<file path="config.mk">
export PLATFORM = sky130hd
export DESIGN_NAME = stream_acc_reduce
export DESIGN_NICKNAME = d
export VERILOG_FILES = /design/src/rtl/stream_acc_reduce.sv
export SDC_FILE = /design/constraint.sdc
export NUM_CORES = 1
export LEC_CHECK = 0
export CORE_ASPECT_RATIO = 1.4
export CORE_MARGIN = 3
export CORE_UTILIZATION = 35
export DETAILED_ROUTE_END_ITERATION = 6
export GPL_TIMING_DRIVEN = 0
export PLACE_DENSITY = 0.64
export SLEW_MARGIN = 25
export SYNTH_ARGS = -nofsm -noshare
export SYNTH_HDL_FRONTEND = slang
export SYNTH_SLANG_ARGS = --single-unit
</file>
<file path="constraint.sdc">
create_clock -name CLK -period 3.32 [get_ports CLK]
set_clock_uncertainty 0.2 [all_clocks]
set_input_delay 0.664 -clock CLK [delete_from_list [all_inputs] [get_ports CLK]]
set_output_delay 0.664 -clock CLK [all_outputs]
set_load 0.02 [all_outputs]
</file>
<file path="src/rtl/stream_acc_reduce.sv">
// Token-stream reduction stage: sums groups of LEN tokens into one result.
// Supports early flush of a partial group; EN freezes all state.
module stream_acc_reduce #(
   parameter int N     = 16,
   parameter int LEN   = 8,
   parameter int ACC_W = 24
) (
   input  logic             CLK,
   input  logic             RST,
   input  logic             EN,
   input  logic             R_IN,
   input  logic [N-1:0]     D_IN,
   input  logic             FLUSH,
   output logic             R_OUT,
   output logic [ACC_W-1:0] D_OUT,
   output logic             BUSY
);

   typedef enum logic {IDLE, ACCUM} state_t;

   localparam logic [7:0] LAST = 8'(LEN - 1);

   logic [ACC_W-1:0] acc;
   logic [ACC_W-1:0] acc_nxt;
   logic [ACC_W-1:0] dout_nxt;
   logic [ACC_W-1:0] sum;
   logic [7:0]       cnt;
   logic [7:0]       cnt_nxt;
   logic             rout_nxt;
   state_t           state;

   assign state = (cnt == 8'd0) ? IDLE : ACCUM;
   assign BUSY  = (state == ACCUM);
   assign sum   = acc + ACC_W'(D_IN);

   always_comb begin
      acc_nxt  = acc;
      cnt_nxt  = cnt;
      dout_nxt = D_OUT;
      rout_nxt = 1'b0;
      if (R_IN) begin
         if (cnt == LAST || FLUSH) begin
            dout_nxt = sum;
            rout_nxt = 1'b1;
            acc_nxt  = '0;
            cnt_nxt  = '0;
         end else begin
            acc_nxt = sum;
            cnt_nxt = cnt + 8'd1;
         end
      end else if (FLUSH) begin
         // an empty group never produces a token
         unique case (state)
            ACCUM: begin
               dout_nxt = acc;
               rout_nxt = 1'b1;
               acc_nxt  = '0;
               cnt_nxt  = '0;
            end
            IDLE: begin
               rout_nxt = 1'b0;
            end
         endcase
      end
   end

   always_ff @(posedge CLK) begin
      if (RST) begin
         acc   <= '0;
         cnt   <= '0;
         D_OUT <= '0;
         R_OUT <= 1'b0;
      end else if (EN) begin
         acc   <= acc_nxt;
         cnt   <= cnt_nxt;
         D_OUT <= dout_nxt;
         R_OUT <= rout_nxt;
      end
   end

endmodule
</file>
==> reports/qor.csv, run 1 <==
metric,value,unit
Routed WL,10000,µm
gr usage total,0.184,
top_reg_cell synth,dfxtp_1,
Die Y,124,µm
total grt overflow,0,
"EDFF count, synth",0,
RSZ-0062 raised after global routing,no,
Peak VDD IR,0.000230,V
share of cells above drive strength 1,0.0816,
status,finished clean,
gpl congestion,0.850,
"final std cell area, no fill",4390,µm²
GR met1 Demand/Resource,0.203,
area grow syn2layout,26.2,%
"Req. time, crit path",3290,ps
final setup vio count,0,
die width,90.2,µm
fmax,311,MHz
syn nets,458,
met2 Track Usage GR,0.323,
Post-Syn Area,3470,µm²
Crit Path Category,in2reg,
Mapped Avg Cell Area,8.31,µm²
initial DRC count,249,
DRC,0,
Tightest Pin Transition,878,ps
clk sinks,57,
final cell count without fillers,610,
post-layout util,0.459,
Crit. End Element,flip-flop,
Avg Vias per Cell,5.70,
via count,3476,
startpoint types,input port,
clock tree buffer depth,2,
"commonest non-fill, non-tap cell in the layout",dfxtp_1,
fin. max-slew vios,0,
routed wire length per instance,16.4,µm
core box area,9560,µm²
Leak,0.00162,µW
largest cells by area after synthesis,"dfxtp_1 (33%), ha_1 (6.5%), a21oi_1 (5.0%)",
starting density of the core,0.363,
"CTS clk-pin slew, worst paths",50,ps
Ys Warns,0,
Tcrit/Tclk final,0.969,
H-tree depth,3,
sequential area share after synthesis,0.328,
Clock Latency Late Sink,330,ps
vias in the first global route,3439,
TritonCTS clock tree,built,
Max Cap Violations,0,
Yosys cell types,62,
worst r2r path cells,8,
Post-synth ARST share,0,
synthesized instance count,418,
"Net count, final",514,
critical path arrival,3180,ps
Final ANT Viol Nets,0,
Area after DPL,4090,µm²
number of setup buffers added after CTS,0,
die area,11200,µm²
I/O Buffers,45,
minimum clock period,3220,ps
clock buffer count from CTS,9,
largest net degree at the start of global routing,11,
crit path max fanout,3,
initial antenna violation count,0,
cts hold-fix bufs,0,
Final Hold Vio Count,0,
Synth area leader,dfxtp_1,
total design power,1930,µW
first-pass GRT wire length,16400,µm
placement row count,42,
Hold Path Class,reg2reg,
GR peak layer,met2,
PD cells,440,nW/µm²
IO Count,47,
met3 Use GR,0.0495,
hpwl dp,7310,µm
most frequent cells in the layout,"dfxtp_1 (57), clkdlybuf4s50_1 (45), nor2_1 (35), a21oi_1 (35), nand2_1 (34)",
Antenna Diode Count,0,
post-synth top area share,0.328,
root buffer cell,clkbuf_16,
hold path depth,2,
Cell Count Post-Placement,595,
Yosys reg bits,57,
DRT Pass-1 Iters,5,
Slew HR,0.411,
==> kinds of logic after synthesis <==
logic type	count (synthesis)	share of synthesized area
adders and majority gates	19	0.0706
AOI/OAI and AO/OA	132	0.254
xor gates and xnor gates	23	0.0580
and+or+nand+nor	137	0.207
buffers and inverters	37	0.0447
DFF	57	0.328
muxes	13	0.0374
==> Yosys cell counts, drive strengths merged (2+ instances only) <==
master and n:
xor2 10, nor2 36, mux2i 13, and3 10, nor4 2, a21o 6, xnor2 13, a21oi 37
inv 7, a211o 4, nor3 4, dfxtp 57, nand2b 2, clkbuf 20, nor2b 2, buf 10
a22oi 10, o21a 3, nor4b 7, ha 18, o32ai 3, a32oi 2, o22ai 2, nand2 34
nand3b 2, nand3 17, a211oi 9, o21ai 21, o211ai 5, a31oi 17, nand4 14, and4 2
==> stage by stage <==
step                hold slack (ps)  setup slack, ps  TNS (ps)
global route                    296             39.0         0
CTS                             284              128         0
detailed placement              280             -377     -1490
finish                          271              104         0
floorplan                       252              473         0
global placement                253             -366     -1400
==> power breakdown <==
part | leakage [µW] | internal, µW | switching (µW)
clock network | 0.000144 | 556 | 310
logic | 0.00101 | 133 | 202
registers | 0.000463 | 711 | 16.8
==> area by class of cell <==
type / instances / area [µm²]
Clock buffer: 12 / 267
Fill cell: 994 / 5180
Tap cell: 132 / 165
Inverter: 7 / 26.3
Sequential cell: 57 / 1140
Buffer: 30 / 129
Multi-Input combinational cell: 324 / 2190
Timing Repair Buffer: 45 / 450
Clock inverter: 3 / 15.0
==> timing repair <==
action                                  CTS  global route
gates resized for setup                   1             1
endpoints found under the setup margin    2             1
cloned                                    0             0
==> layer usage <==
layer,vias up,share of wire
met5,-,0
met4,0,0.035
met3,37,0.064
met2,145,0.50
met1,1605,0.40
li1,1689,-
==> path summary, 6_finish.rpt <==
check	from	end	slack [ps]
worst min register to register	D_OUT[2]	D_OUT[2]	270
worst max-delay path	D_IN[0]	acc[14]	100
worst min-delay path	D_OUT[2]	D_OUT[2]	270
worst max register to register	acc[0]	acc[14]	560
==> critical path: stages <==
cell,delay [ps]
clkdlybuf4s50_1,410
ha_1,250
fa_1,430
a21o_1,200
a221oi_2,330
o221ai_1,280
a31oi_1,270
xor2_1,240
o32ai_1,110
==> flip-flops by register name (all words and copies together), names as in the netlist <==
register,cells
R_OUT,1
cnt,8
D_OUT,24
acc,24
(Power assumes the default switching activity.)
==> inputs of run 2 (changes only) <==
--- a/config.mk
+++ b/config.mk
@@ -8,6 +8,7 @@
 export CORE_ASPECT_RATIO = 1.4
 export CORE_MARGIN = 3
 export CORE_UTILIZATION = 35
+export CTS_CLUSTER_DIAMETER = 120
 export DETAILED_ROUTE_END_ITERATION = 6
 export GPL_TIMING_DRIVEN = 0
 export PLACE_DENSITY = 0.64
==> results of run 2 <==
The final DEF is identical to that of run 1; final timing and power are the same.
